`config.mk`:
```
export PLATFORM = sky130hd
export DESIGN_NAME = vpu_deload_seq
export DESIGN_NICKNAME = d
export VERILOG_FILES = /design/src/rtl/vpu_deload_pkg.sv /design/src/rtl/vpu_wrap_cnt.sv /design/src/rtl/vpu_deload_seq.sv
export SDC_FILE = /design/constraint.sdc
export NUM_CORES = 1
export LEC_CHECK = 0
export ABC_AREA = 1
export ABC_CLOCK_PERIOD_IN_PS = 1500
export CORE_AREA = 2 2 43 45
export CTS_CLUSTER_SIZE = 20
export DETAILED_ROUTE_END_ITERATION = 16
export DIE_AREA = 0 0 45 47
export DONT_BUFFER_PORTS = 1
export HOLD_SLACK_MARGIN = 0.02
export PLACE_DENSITY = 0.72
export SLEW_MARGIN = 20
export SYNTH_ARGS = -nofsm -noshare
export SYNTH_HDL_FRONTEND = slang
export SYNTH_SLANG_ARGS = --single-unit
```
`constraint.sdc`:
```
create_clock -name clk -period 1.5 [get_ports clk]
set_clock_uncertainty 0.15 [all_clocks]
set_input_delay 0.075 -clock clk [delete_from_list [all_inputs] [get_ports clk]]
set_output_delay 0.075 -clock clk [all_outputs]
set_load 0.01 [all_outputs]
```
`src/rtl/vpu_deload_pkg.sv`:
```
// ---------------------------------------------------------------------------
// vpu_deload_pkg: shared state type, width helpers and config check for the deload sequencer
// Rev 1.0
// ---------------------------------------------------------------------------
`default_nettype none

`ifndef ROW_A
`define ROW_A 4
`endif

package vpu_deload_pkg;

  typedef enum logic [1:0] {
    IDLE = 2'd0,
    RUN  = 2'd1,
    DONE = 2'd2
  } state_e;

  // Width able to hold the values 0..max.
  function automatic int cnt_w(input int max);
    return $clog2(max + 1);
  endfunction

  // Width of an index ranging 0..max-1, never narrower than one bit.
  function automatic int idx_w(input int max);
    return (max > 1) ? $clog2(max) : 1;
  endfunction

  function automatic int addr_w(input int rmax, input int cmax);
    return (rmax * cmax > 1) ? $clog2(rmax * cmax) : 1;
  endfunction

  function automatic logic cfg_legal(input int rows, input int cols,
                                     input int rmax, input int cmax);
    return (rows >= 1) && (rows <= rmax) && (cols >= 1) && (cols <= cmax);
  endfunction

endpackage

`default_nettype wire

```
`src/rtl/vpu_wrap_cnt.sv`:
```
// ---------------------------------------------------------------------------
// vpu_wrap_cnt: index counter with enable, clear and runtime wrap limit
// Rev 1.0
// ---------------------------------------------------------------------------
`default_nettype none

module vpu_wrap_cnt #(
  parameter int W = 2
) (
  input  logic         clk,
  input  logic         reset,
  input  logic         clr_i,
  input  logic         en_i,
  input  logic [W-1:0] limit_i,
  output logic [W-1:0] cnt_o,
  output logic         wrap_o
);

  logic [W-1:0] cnt_q;
  logic [W-1:0] cnt_d;

  // wrap_o flags that the next enabled step returns to zero.
  assign wrap_o = (cnt_q == limit_i);
  assign cnt_o  = cnt_q;

  always_comb begin
    cnt_d = cnt_q;
    if (clr_i) begin
      cnt_d = '0;
    end else if (en_i) begin
      cnt_d = wrap_o ? '0 : cnt_q + W'(1);
    end
  end

  always_ff @(posedge clk or negedge reset) begin
    if (!reset) begin
      cnt_q <= '0;
    end else begin
      cnt_q <= cnt_d;
    end
  end

endmodule

`default_nettype wire

```
`src/rtl/vpu_deload_seq.sv`:
```
// ---------------------------------------------------------------------------
// vpu_deload_seq: runtime-sized result tile walker; VPU_DELOAD_TRANSPOSE_EN adds column-major walk
// Rev 1.0
// ---------------------------------------------------------------------------
`default_nettype none

module vpu_deload_seq
  import vpu_deload_pkg::*;
#(
  parameter int ROW_MAX = `ROW_A,
  parameter int COL_MAX = `ROW_A,
  parameter int RW      = cnt_w(ROW_MAX),
  parameter int CW      = cnt_w(COL_MAX),
  parameter int AW      = addr_w(ROW_MAX, COL_MAX)
) (
  input  logic                      clk,
  input  logic                      reset,
  input  logic                      start,
  input  logic [RW-1:0]             cfg_rows,
  input  logic [CW-1:0]             cfg_cols,
`ifdef VPU_DELOAD_TRANSPOSE_EN
  input  logic                      cfg_transpose,
`endif
  output logic                      out_valid,
  input  logic                      out_ready,
  output logic [idx_w(ROW_MAX)-1:0] count_deload_a,
  output logic [idx_w(COL_MAX)-1:0] count_deload_w,
  output logic [AW-1:0]             out_addr,
  output logic                      out_last,
  output logic                      busy,
  output logic                      done,
  output logic                      cfg_err
);

  localparam int AIW = idx_w(ROW_MAX);
  localparam int WIW = idx_w(COL_MAX);

  state_e          state_q, state_d;
  logic [RW-1:0]   rows_q, rows_d;
  logic [CW-1:0]   cols_q, cols_d;
  logic [AW-1:0]   addr_q, addr_d;
  logic            done_q, cfg_err_q;
  logic            w_tr;
  logic            w_start_idle, w_go, w_bad, w_beat, w_clr;
  logic            w_en_a, w_en_w, w_wrap_a, w_wrap_w;
  logic [AIW-1:0]  w_cnt_a;
  logic [WIW-1:0]  w_cnt_w;

  assign w_start_idle = start && (state_q == IDLE);
  assign w_go         = w_start_idle &&  cfg_legal(32'(cfg_rows), 32'(cfg_cols), ROW_MAX, COL_MAX);
  assign w_bad        = w_start_idle && !cfg_legal(32'(cfg_rows), 32'(cfg_cols), ROW_MAX, COL_MAX);
  assign w_beat       = out_valid && out_ready;
  assign w_clr        = w_go || (state_q == DONE);

`ifdef VPU_DELOAD_TRANSPOSE_EN
  logic tr_q;
  always_ff @(posedge clk or negedge reset) begin
    if (!reset) begin
      tr_q <= 1'b0;
    end else if (w_go) begin
      tr_q <= cfg_transpose;
    end
  end
  assign w_tr = tr_q;
`else
  assign w_tr = 1'b0;
`endif

  // The inner index steps on every beat, the outer one only on an inner wrap.
  assign w_en_a = w_beat && ( w_tr || w_wrap_w);
  assign w_en_w = w_beat && (!w_tr || w_wrap_a);

  vpu_wrap_cnt #(.W(AIW)) u_cnt_a (
    .clk     (clk),
    .reset   (reset),
    .clr_i   (w_clr),
    .en_i    (w_en_a),
    .limit_i (AIW'(rows_q - RW'(1))),
    .cnt_o   (w_cnt_a),
    .wrap_o  (w_wrap_a)
  );

  vpu_wrap_cnt #(.W(WIW)) u_cnt_w (
    .clk     (clk),
    .reset   (reset),
    .clr_i   (w_clr),
    .en_i    (w_en_w),
    .limit_i (WIW'(cols_q - CW'(1))),
    .cnt_o   (w_cnt_w),
    .wrap_o  (w_wrap_w)
  );

  assign out_valid      = (state_q == RUN);
  assign busy           = (state_q != IDLE);
  assign out_last       = out_valid && w_wrap_a && w_wrap_w;
  assign count_deload_a = w_cnt_a;
  assign count_deload_w = w_cnt_w;
  assign out_addr       = addr_q;
  assign done           = done_q;
  assign cfg_err        = cfg_err_q;

  always_comb begin
    state_d = state_q;
    rows_d  = rows_q;
    cols_d  = cols_q;
    addr_d  = addr_q;
    case (state_q)
      IDLE: begin
        if (w_go) begin
          state_d = RUN;
          rows_d  = cfg_rows;
          cols_d  = cfg_cols;
          addr_d  = '0;
        end
      end
      RUN: begin
        if (w_beat) begin
          if (out_last) begin
            state_d = DONE;
          end
          // Column-major: step by a full row, and restart at the next column on inner wrap.
          if (!w_tr) begin
            addr_d = addr_q + AW'(1);
          end else if (w_wrap_a) begin
            addr_d = AW'(w_cnt_w) + AW'(1);
          end else begin
            addr_d = addr_q + AW'(cols_q);
          end
        end
      end
      DONE: begin
        state_d = IDLE;
        addr_d  = '0;
      end
      default: begin
        state_d = IDLE;
      end
    endcase
  end

  always_ff @(posedge clk or negedge reset) begin
    if (!reset) begin
      state_q   <= IDLE;
      rows_q    <= '0;
      cols_q    <= '0;
      addr_q    <= '0;
      done_q    <= 1'b0;
      cfg_err_q <= 1'b0;
    end else begin
      state_q   <= state_d;
      rows_q    <= rows_d;
      cols_q    <= cols_d;
      addr_q    <= addr_d;
      done_q    <= (state_q == DONE);
      cfg_err_q <= w_bad;
    end
  end

endmodule

`default_nettype wire

```
# Yosys cells after proc, flatten, opt, wreduce, memory -nomap -nowiden
# Cells that the tools add are included.
[word_totals]
wordCells = 57
register_bits = 16
input_bits = 10
out_inout_bits = 13
[op_classes]
add_sub_neg = 5
n_eq_ne = 7
magnitude_cmp = 4
mux = 13
n_reduce_logical = 20
[op_table]
columns = ["op", "n"]
rows = [
  ["two-way mux 2 bit", 9],
  ["case mux 4 bit (3 select lines)", 1],
  ["logical AND 1 bit", 10],
  ["two-way mux 4 bit", 2],
  ["greater-or-equal comparator 3 x 1 -> 1 bit (second input constant)", 2],
  ["<= comparator 3 bit (second input constant)", 2],
  ["AND reduction 3 bit", 2],
  ["nonzero test 2 bit", 3],
  ["adder 2 x 1 -> 2 bit (second input constant)", 2],
  ["adder 4 x 1 -> 4 bit (second input constant)", 1],
  ["equality test 2 bit", 2],
  ["!= test 2 x 1 -> 1 bit (second input constant)", 2],
  ["case mux 2 bit (2 select lines)", 1],
  ["subtractor 2 x 1 -> 2 bit (second input constant)", 2],
  ["nonzero test 3 bit", 1],
  ["equality test 2 x 1 -> 1 bit (second input constant)", 1],
  ["equality test 2 bit (second input constant)", 1],
  ["zero test 2 bit", 1],
  ["!= test 2 bit (second input constant)", 1],
  ["AND reduction 2 bit", 1],
  ["zero test 1 bit", 1],
  ["logical OR 1 bit", 1],
]

# Depth between registers and ports, before layout
[depth]
word_depth = 7
ltp_mapped = 9
depth_no_buf = 9

# By module
# Synthesis repeated with hierarchy kept, for this count alone.
[hier_totals]
hier_cells = 130
area_unflattened_um2 = 968.4
[by_module_without_submodules]
columns = ["module", "cells_per_inst", "seq_area_each_um2", "instances", "area_each_um2"]
rows = [
  ["vpu_deload_seq", 80, 300.3, 1, 668.1],
  ["vpu_wrap_cnt", 25, 50.0, 2, 150.1],
]

# Worst setup path before layout
# Ideal clock, no wire load.
[synth_path]
path_kind = "reg-to-reg"
startpoint = "reg u_cnt_a.cnt_q[0] (netlist: u_cnt_a.cnt_o[0])"
endpoint = "reg state_q[0]"
path_buffers = 0
synth_period_minus_slack_ns = 1.400
arrival_time_ns = 1.133
setup_slack_ns = 0.100
t_required_ns = 1.233
setup_ns = 0.117
path_stages_with_launch = 8
cell_sequence = "dfrtp_1 or2_1 nand2_1 nand2_2 nor2_4 nand3_2 nand2_1 nand2_1"
[synth_via]
elab_chain_len = 5
[synth_rtl]
columns = ["element", "line", "source"]
rows = [
  ["start, declared", "vpu_wrap_cnt.sv:19", "logic [W-1:0] cnt_q;"],
  ["start signal, assigned", "vpu_wrap_cnt.sv:39", "cnt_q <= cnt_d;"],
  ["equality test 2 bit", "vpu_wrap_cnt.sv:23", "assign wrap_o = (cnt_q == limit_i);"],
  ["logical AND 1 bit (2 in a row)", "vpu_deload_seq.sv:95", "assign out_last = out_valid && w_wrap_a && w_wrap_w;"],
  ["named net out_last", "vpu_deload_seq.sv:29", "output logic out_last,"],
  ["!= test 2 x 1 -> 1 bit (no source line)", "n/a", ""],
  ["AND reduction 3 bit (no source line)", "n/a", ""],
  ["end signal, assigned", "vpu_deload_seq.sv:150", "state_q <= state_d;"],
  ["end, declared", "vpu_deload_seq.sv:38", "state_e state_q, state_d;"],
]
# The timed path passes the listed nets, and every way through them passes these cells.
# A chain may end at the register's enable or synchronous reset.

# Worst setup path after layout
[layout_path]
startpoint = "reg state_q[1]"
endpoint = "reg u_cnt_a.cnt_q[0] (netlist: u_cnt_a.cnt_o[0])"
[layout_via]
elab_chain_len = 5
elab_cells_between_ends = 10
classes_between = "2 x eq/ne; 1 x mux; 7 x reduce/logical"
[layout_rtl]
columns = ["element", "line", "source"]
rows = [
  ["zero test 2 bit", "vpu_deload_seq.sv:49", "assign w_start_idle = start && (state_q == IDLE);"],
  ["logical AND 1 bit", "vpu_deload_seq.sv:49", ""],
  ["logical AND 1 bit", "vpu_deload_seq.sv:50", "assign w_go = w_start_idle && cfg_legal(32'(cfg_rows), 32'(cfg_cols), ROW_MAX, COL_MAX);"],
  ["logical OR 1 bit", "vpu_deload_seq.sv:53", "assign w_clr = w_go || (state_q == DONE);"],
  ["two-way mux 2 bit or nonzero test 2 bit (tied branches)", "n/a", ""],
]
# Parallel ways exist; a longest one is shown, timed or not.

==> run metrics <==
status=finished with violations; failing checks=setup timing; max_cap viols=0; CP required=1.54 ns; # fillers=111; Post-Syn Area=932 sq um; Mean Syn Cell Area=7.70 sq um; Gate power share=57.9%; DR iter-0 viols=28; root buffer cell=clkbuf_4; Setup Viol. Count Final=7; routed wire length=2260 microns; hold crit path type=input pin to asynchronous set/reset pin; Final WS setup=-0.0511 ns; clk slew on worst S/H paths=0.10 ns; H-tree Lvls=1; post-synth top area cell=dfrtp_1; clock buffer depth=2; cell area after layout=1290 sq um; Total GRT Usage=21.1%; Synth Instances=121; Sw Pwr=0.00117 W; ANT cells=0; final worst path period need=1.55 ns; vias per cell=5.30; max incr delay on CP=0.43 ns; Final GP Congestion=0.822; final worst path period share=103%; RR Endpoint=u_cnt_a.cnt_o[0]; critical path class=flop to flop; switching portion of total power=45.8%; flops & latches, synth=16; top-area cell type share of the netlist area=43.0%; CORE AREA=1650 sq um; Final nets=162; r2r startpoint=state_q[1]; via count=885; most common cell in the netlist=nand2_1; global-route wire length before repair=3200 microns; layout cell share with drive strength beyond 1=35.3%; Synth Flop Type=dfrtp_1; RSZ-0062 raised after global routing=yes; Lkg Pwr=0.663 nW; Pre-antenna DRT Iters=4; post-layout util=78.3%; CP max stage cell=dfrtp_1; critical path endpoint=u_cnt_a.cnt_o[0]; Initial Util=56.4%; Clock Sinks=16; cell chain of the critical path=inv_2 -> nand2_4 -> buf_4 -> nor2_4 -> nand3_2 -> nand4_1 -> o31ai_2; # DRC=0; Worst setup SP type=flop; CTS Buf Count=3; count of input and output buffers=0; delay-heaviest family, CP=simple AND/OR/NAND/NOR gates; Area Growth Syn to Fin=38.8%; top cells by area, synth=dfrtp_1, nand2_1, inv_1; DP HPWL=1360 microns; sequential area share after synthesis=43.0%; Pwr Density=1980 nW/um^2; largest net degree at the start of global routing=17; WP data arrival=1.59 ns; cells on worst reg2reg path=7; FMAX=0.645 GHz; die height=47 microns; area of the die=2120 sq um; P_int=0.00139 W; Die X-Extent=45 microns; Avg WL per Cell=13.5 microns; Final Hold Vio Count=0; initial antenna violation count=0; max_slew headroom=50.7%; Seq pwr share=30.7%; Slew Limit Fails=0; clock share of power=11.4%; post-route total power=0.00256 W; CTS tree=done; most frequent cells after synthesis=nand2_1, inv_1, dfrtp_1; vias in the first global route=798; # rows=15; r2r setup slk=-0.05 ns; peak supply drop=0.00133 V; Synth Net Count=132; count of flip-flops with a built-in enable after synthesis=0; antenna viol nets, final=0; Crit Path Max Fanout=4; I/O pins=23; worst skew pair latency=0.29 ns; crit end category=flop; placed cell area=980 sq um; worst path buffer plus inverter count=2; crit path from=state_q[1]; Yosys warnings=0; GRT overflow=0; asr flop ratio synth=100%; worst-margin pin slew=0.737 ns; critical path depth=7; Synth cell types=23
[area by class of cell]
| class | instances | area [sq um] | area share, % |
|---|---|---|---|
| Multi-Input combinational cell | 83 | 517 | 39.9 |
| Timing Repair Buffer | 26 | 226 | 17.5 |
| Clock buffer | 4 | 36.3 | 2.80 |
| Sequential cell | 16 | 404 | 31.2 |
| Tap cell | 17 | 21.3 | 1.64 |
| Inverter | 21 | 88.8 | 6.87 |
[cell families after synthesis]
kind of cell / count (synthesis) / share of synthesized area [%]
flip-flops: 16 / 43.0
AND/OR/NAND/NOR: 70 / 37.2
XOR/XNOR: 3 / 2.82
adder cells (fa/ha/maj): 1 / 1.34
AO/OA/AOI/OAI: 9 / 5.91
buffers and inverters: 22 / 9.80
[cells in the final DEF, fill, tap and decap left out, drive strengths merged]
master       netlist  layout
nand2             39      39
nand3             10      10
buf                1      17
dlygate4sd3        0       9
or2                1       1
a21oi              2       2
xor2               1       1
o21ai              5       5
o31ai              1       1
xnor2              2       2
nor2              14      14
or4                1       1
clkbuf             0       4
inv               20      21
nand4              5       5
o21bai             1       1
dfrtp             16      16
ha                 1       1
[registers in the layout (all words and copies together), names as in the netlist]
name,count
u_cnt_w.cnt_o,2
cols_q,2
state_q,2
rows_q,2
done,1
out_addr,4
cfg_err,1
u_cnt_a.cnt_o,2
[metrics by stage]
stage,instances,hold slack (ns),setup TNS (ns),worst slack [ns]
final,167,0.127,-0.208,-0.0511
after floorplan,121,-0.371,0,0.100
after CTS,161,0.153,-0.0283,-0.0283
after detailed placement,142,-0.370,0,0.0338
after global routing,167,0.185,-0.575,-0.0928
after global placement,142,-0.370,0,0.0924
[worst min path at each step]
stage                     startpoint                to  slack, ns  cells past startpoint
after global placement         reset  u_cnt_w.cnt_o[0]      -0.37                      0
after detailed placement       reset  u_cnt_w.cnt_o[0]      -0.37                      0
after CTS                      reset              done       0.15                      1
after floorplan                reset           cfg_err      -0.37                      0
after global routing           reset              done       0.19                      1
final                          reset              done       0.13                      1
[worst register-to-register path: stages (launching register included)]
cell,delay (ns)
dfrtp_1,0.43
inv_2,0.13
nand2_4,0.08
buf_4,0.16
nor2_4,0.12
nand3_2,0.16
nand4_1,0.15
o31ai_2,0.07
[timing repair]
item,in CTS,in global routing
gates resized for setup,10,19
buffers inserted,6,5
endpoints found under the setup margin,1,14
endpoints found under the hold margin,25,0
pin swaps,3,9
hold buffers,9,0
cloned,0,1
[power groups by stage]
stage / logic, W / clock network, W / registers [W]
CTS: 0.00125 / 0.000293 / 0.000777
floorplan: 0.000768 / 0 / 0.000769
global placement: 0.000971 / 0 / 0.000772
finish: 0.00148 / 0.000292 / 0.000787
detailed placement: 0.000987 / 0 / 0.000781
global route: 0.00161 / 0.000311 / 0.000813
[routing by layer]
| metal | wire, microns | GRT usage, % | vias to the layer above |
|---|---|---|---|
| met5 | 0 | 0 | - |
| met4 | 37 | 7.65 | 0 |
| met3 | 107 | 4.23 | 7 |
| met2 | 1170 | 39.4 | 24 |
| met1 | 943 | 23.8 | 418 |
| li1 | - | - | 436 |
No activity file was read; power rests on OpenSTA's default activity.
